==> src/rtl/shift_frame_capture.sv <==
// shift_frame_capture: hunts a sync byte in a parallel shift-register view and
// slices the following bit stream into bytes, queued in a small output FIFO.
// Ports: clk, rst_n (async, active-low), bit_stb/sr_word (shift-register view),
//   out_valid/out_ready/out_data/out_last (byte stream), locked, overflow,
//   ovf_clr, frame_err. Optional checksum byte: define CAPTURE_CHECKSUM_EN.
module shift_frame_capture #(
    parameter logic [7:0] SYNC_WORD  = 8'hA5,
    parameter int         FRAME_LEN  = 4,
    parameter int         FIFO_DEPTH = 4
) (
    input  logic       clk,
    input  logic       rst_n,
    input  logic       bit_stb,
    input  logic [7:0] sr_word,
    output logic       out_valid,
    input  logic       out_ready,
    output logic [7:0] out_data,
    output logic       out_last,
    output logic       locked,
    output logic       overflow,
    input  logic       ovf_clr,
    output logic       frame_err
);

    localparam int AW = $clog2(FIFO_DEPTH);
    localparam int CW = AW + 1;
    localparam logic [7:0]    LAST_IDX = 8'(FRAME_LEN - 1);
    localparam logic [CW-1:0] FULL_CNT = CW'(FIFO_DEPTH);

    typedef enum logic [1:0] {
        ST_HUNT,
        ST_PAYLOAD,
        ST_CHECK
    } state_e;

    state_e        state_q, state_d;
    logic [2:0]    bit_cnt_q, bit_cnt_d;
    logic [7:0]    byte_cnt_q, byte_cnt_d;
    logic [8:0]    mem_q [FIFO_DEPTH];
    logic [8:0]    mem_d [FIFO_DEPTH];
    logic [AW-1:0] wr_ptr_q, wr_ptr_d;
    logic [AW-1:0] rd_ptr_q, rd_ptr_d;
    logic [CW-1:0] count_q, count_d;
    logic          overflow_q, overflow_d;

    logic byte_done;
    logic is_last;
    logic push_req;
    logic push;
    logic pop;
    logic full;

    // Bit counter reaching 7 on a strobe means sr_word now holds a whole byte.
    assign byte_done = bit_stb && (bit_cnt_q == 3'd7);
    assign is_last   = (byte_cnt_q == LAST_IDX);
    assign push_req  = (state_q == ST_PAYLOAD) && byte_done;

    // State register
    always_ff @(posedge clk or negedge rst_n) begin
        if (!rst_n) begin
            state_q <= ST_HUNT;
        end else begin
            state_q <= state_d;
        end
    end

    // Next-state logic
    always_comb begin
        state_d = state_q;
        unique case (state_q)
            ST_HUNT: begin
                if (bit_stb && (sr_word == SYNC_WORD)) state_d = ST_PAYLOAD;
            end
            ST_PAYLOAD: begin
                if (byte_done && is_last) begin
`ifdef CAPTURE_CHECKSUM_EN
                    state_d = ST_CHECK;
`else
                    state_d = ST_HUNT;
`endif
                end
            end
            ST_CHECK: begin
                if (byte_done) state_d = ST_HUNT;
            end
            default: state_d = ST_HUNT;
        endcase
    end

    // Output logic
    always_comb begin
        locked = (state_q != ST_HUNT);
    end

    // Bit/byte counters
    always_comb begin
        bit_cnt_d  = bit_cnt_q;
        byte_cnt_d = byte_cnt_q;
        if (state_q == ST_HUNT) begin
            if (bit_stb && (sr_word == SYNC_WORD)) begin
                bit_cnt_d  = 3'd0;
                byte_cnt_d = 8'd0;
            end
        end else if (bit_stb) begin
            bit_cnt_d = bit_cnt_q + 3'd1;
            if (byte_done && (state_q == ST_PAYLOAD)) begin
                byte_cnt_d = byte_cnt_q + 8'd1;
            end
        end
    end

`ifdef CAPTURE_CHECKSUM_EN
    logic [7:0] chk_q, chk_d;
    logic       frame_err_q, frame_err_d;

    always_comb begin
        chk_d       = chk_q;
        frame_err_d = 1'b0;
        if ((state_q == ST_HUNT) && bit_stb && (sr_word == SYNC_WORD)) begin
            chk_d = 8'd0;
        end else if (push_req) begin
            chk_d = chk_q ^ sr_word;
        end else if ((state_q == ST_CHECK) && byte_done) begin
            frame_err_d = (sr_word != chk_q);
        end
    end

    always_ff @(posedge clk or negedge rst_n) begin
        if (!rst_n) begin
            chk_q       <= 8'd0;
            frame_err_q <= 1'b0;
        end else begin
            chk_q       <= chk_d;
            frame_err_q <= frame_err_d;
        end
    end

    assign frame_err = frame_err_q;
`else
    assign frame_err = 1'b0;
`endif

    // FIFO: a full FIFO still accepts a push when the head leaves this cycle.
    assign full = (count_q == FULL_CNT);
    assign pop  = out_valid && out_ready;
    assign push = push_req && (!full || pop);

    always_comb begin
        mem_d      = mem_q;
        wr_ptr_d   = wr_ptr_q;
        rd_ptr_d   = rd_ptr_q;
        count_d    = count_q;
        overflow_d = overflow_q;
        if (push) begin
            mem_d[wr_ptr_q] = {is_last, sr_word};
            wr_ptr_d        = wr_ptr_q + 1'b1;
        end
        if (pop) begin
            rd_ptr_d = rd_ptr_q + 1'b1;
        end
        unique case ({push, pop})
            2'b10:   count_d = count_q + CW'(1);
            2'b01:   count_d = count_q - CW'(1);
            default: count_d = count_q;
        endcase
        // A drop in the same cycle as a clear leaves the flag set.
        if (push_req && !push) begin
            overflow_d = 1'b1;
        end else if (ovf_clr) begin
            overflow_d = 1'b0;
        end
    end

    always_ff @(posedge clk or negedge rst_n) begin
        if (!rst_n) begin
            bit_cnt_q  <= 3'd0;
            byte_cnt_q <= 8'd0;
            wr_ptr_q   <= '0;
            rd_ptr_q   <= '0;
            count_q    <= '0;
            overflow_q <= 1'b0;
            for (int i = 0; i < FIFO_DEPTH; i++) mem_q[i] <= 9'd0;
        end else begin
            bit_cnt_q  <= bit_cnt_d;
            byte_cnt_q <= byte_cnt_d;
            wr_ptr_q   <= wr_ptr_d;
            rd_ptr_q   <= rd_ptr_d;
            count_q    <= count_d;
            overflow_q <= overflow_d;
            mem_q      <= mem_d;
        end
    end

    assign out_valid = (count_q != '0);
    assign out_data  = out_valid ? mem_q[rd_ptr_q][7:0] : 8'd0;
    assign out_last  = out_valid ? mem_q[rd_ptr_q][8] : 1'b0;
    assign overflow  = overflow_q;

endmodule
==> config.mk <==
export PLATFORM = sky130hd
export DESIGN_NAME = shift_frame_capture
export DESIGN_NICKNAME = d
export VERILOG_FILES = /design/src/rtl/shift_frame_capture.sv
export SDC_FILE = /design/constraint.sdc
export NUM_CORES = 1
export LEC_CHECK = 0
export CORE_AREA = 2 2 74 76
export CTS_CLUSTER_SIZE = 24
export DETAILED_ROUTE_END_ITERATION = 12
export DIE_AREA = 0 0 76 78
export GPL_TIMING_DRIVEN = 1
export PLACE_DENSITY = 0.74
export SYNTH_ARGS = -nofsm -noshare
export SYNTH_HDL_FRONTEND = slang
export SYNTH_SLANG_ARGS = --single-unit
==> constraint.sdc <==
create_clock -name clk -period 3.2 [get_ports clk]
set_input_delay 0.96 -clock clk [delete_from_list [all_inputs] [get_ports clk]]
set_output_delay 0.96 -clock clk [all_outputs]
set_load 0.02 [all_outputs]
==> flow_metrics.tcl <==
set metrics [dict create \
    dieArea_sq_um 5930 \
    outcome "finished, final reports clean" \
    synth_top_cell_area_share 0.501 \
    slowest_stage "clkdlybuf4s50_1" \
    finalHoldWorstSlack_ns 0.480 \
    synth_top_family_by_area "multiplexers" \
    final_max_slew_viol_count 0 \
    avgViaCountPerCell 5.65 \
    endpoint_kind "output port" \
    grt_pass1_vias 1766 \
    place_hpwl_microns 3520 \
    finalSetupTns_ns 0 \
    synth_cell_type_count 41 \
    switchingPower_uw 732 \
    rsz0062_at_grt "false" \
    hold_buffers 0 \
    synthTopCellsByCount "dfrtp_1 (56), mux2_2 (32), and2_1 (10)" \
    p_int_uw 1510 \
    arrival_ns 2.14 \
    cap_violations 0 \
    antenna_cells 0 \
    antenna_found_initial 0 \
    slowest_delay_ns 0.53 \
    synth_compound_area_frac 0.0483 \
    clock_skew_ns 0.0148 \
    gp_congestion 0.869 \
    synthAdderAreaFrac 0.0429 \
    start_util 0.555 \
    synth.most_common_cell "dfrtp_1" \
    grt_overflow 0 \
    synth_area_leaders "dfrtp_1 (50%), mux2_2 (13%), mux4_2 (7.2%), ha_1 (3.6%), nand3_4 (2.5%)" \
    yosysWarnings 0 \
    io-pin-count 26 \
    ys_seq_area_frac 0.501 \
    syn_nets 230 \
    drt-wirelength-per-cell_microns 16.2 \
    cp.required_ns 2.24 \
    nets 260 \
    maxSlewHeadroom 0.546 \
    first_pass_iters 4 \
    grt_max_degree 57 \
    die_y_microns 78 \
    async_flop_share 1.00 \
    reg2reg_depth 10 \
    path_clk_slew_ns 0.10 \
    placementRows 26 \
    hold_path_end "count_q[2]" \
    grt_util_all_layers 0.193 \
    drt_iter0_markers 93 \
    clockBufferDepth 2 \
    clk_latency_ns 0.32 \
    r2r_end "count_q[2]" \
    cts-root-buf "clkbuf_8" \
    synth_top_cell_by_area "dfrtp_1" \
    grt_pass1_wl_microns 8870 \
    syn2layout_area_growth_pct 14.7 \
    vdd_drop_max_mv 0.525 \
    fin_crit_sh 0.969 \
    yosys.area_share.simple 0.130 \
    setup_ws_ns 0.0978 \
    hold_depth 1 \
    min_path_type "reg2reg" \
    worstHoldStart "count_q[2]" \
    synthCells 208 \
    combPwrFrac 0.363 \
    path_class "reg2out" \
    cts_buffers 5 \
    h-tree-depth 2 \
    r2r-start "bit_cnt_q[0]" \
    post-route-min-period_ns 3.10 \
    layout-drive-gt1-share 0.264 \
    synthesis.area_sq_um 2800 \
    muxShareOfSynthArea 0.228 \
    core_area_sq_um 5040 \
    power.density_nw_per_um2 698 \
    cp-start-kind "flop" \
    synth_seq_cells 56 \
    cts_sinks 56 \
    portBuffers 24 \
    cts_resized 0 \
    wirelength_microns 4990 \
    dp_slack_ns 0.0529 \
    worst-path-max-fanout 6 \
    max_freq_ghz 0.322 \
    hold_viol_final 0 \
    synthFlopType "dfrtp_1" \
    p_leak_uw 0.00144 \
    antenna_left 0 \
    seq_power_share 0.465 \
    switching_share 0.326 \
    drcViolationCount 0 \
    cts_tree "built" \
    die_width_microns 76 \
    synth_xor_area_frac 0.0188 \
    tightestPinTransition_ns 0.681 \
    crit_chain "buf_4, mux4_2, and2_1, clkdlybuf4s50_1" \
    synth_enable_flop_cells 0 \
    pwr-share-clk 0.172 \
    finalSetupViolations 0 \
    vias 1745 \
    post-cts-setup-buffers 0 \
    rrSetupSlack_ns 0.94 \
    avgSynthCellArea_sq_um 13.5 \
]
==> worst max-delay path by stage <==
| stage | startpoint | to | depth (start not counted) |
|---|---|---|---|
| 4_1_cts | rd_ptr_q[0] | out_data[6] | 4 |
| 5_1_grt | rd_ptr_q[0] | out_data[5] | 4 |
| 3_3_place_gp | out_ready | count_q[2] | 9 |
| 6_report | rd_ptr_q[0] | out_data[6] | 4 |
| 2_1_floorplan | out_ready | count_q[2] | 9 |
| 3_5_place_dp | out_ready | count_q[2] | 9 |
==> metal layers <==
layer	track usage	wire [microns]
met5	0	0
met4	0.0582	78
met3	0.0430	202
met2	0.320	2440
met1	0.257	2270
==> stage by stage <==
step                      utilization  power, uW  area (sq um)  std cells
after floorplan                     -       1610          2800        208
after global placement          0.619       1860          3120        301
after detailed placement        0.619       1890          3120        301
after CTS                       0.636       2270          3210        309
after global routing            0.636       2410          3210        309
final                           0.636       2240          3210        309
==> critical path, delay by kind of cell, from the launching register on <==
kind                   cells  cell delay [ns]
and+or+nand+nor            1             0.17
muxes                      1             0.50
buffers and inverters      2             0.73
DFF                        1             0.41
==> cell families (layout without fill, tap and decap cells) <==
family	after synthesis	after routing
xor+xnor	6	6
buf+inv	16	47
compound gates	19	19
fa+ha+maj	9	9
mux	48	48
other cells	1	1
flops	56	56
simple gates	53	53
==> state kept, by name, indices dropped and copies added, names as in the netlist <==
signal      flops
byte_cnt_q      8
state_q         1
mem_q          36
overflow        1
rd_ptr_q        2
count_q         3
wr_ptr_q        2
bit_cnt_q       3
==> placed cells by master (no fill, tap or decap), types with 7 or more instances in the layout <==
cell and instances:
dfrtp_1 56, mux4_2 9, clkdlybuf4s50_1 23, mux2_2 32, buf_4 7, o21ai_0 7
ha_1 8, and2_1 10, nand3_1 8, inv_1 8, nand2_1 9
==> cell type report <==
| class | instances | area [sq um] |
|---|---|---|
| Timing Repair Buffer | 31 | 288 |
| Fill cell | 395 | 1830 |
| Multi-Input combinational cell | 136 | 1310 |
| Tap cell | 70 | 87.6 |
| Clock buffer | 6 | 72.6 |
| Sequential cell | 56 | 1400 |
| Inverter | 8 | 30.0 |
| Clock inverter | 2 | 16.3 |
==> power groups by stage <==
stage	combinational, uW	sequential (uW)	clock (uW)
5_1_grt	902	1070	434
6_report	813	1040	385
2_1_floorplan	616	991	0
3_3_place_gp	809	1050	0
3_5_place_dp	828	1060	0
4_1_cts	831	1040	397
No activity file was read; power rests on OpenSTA's default activity.
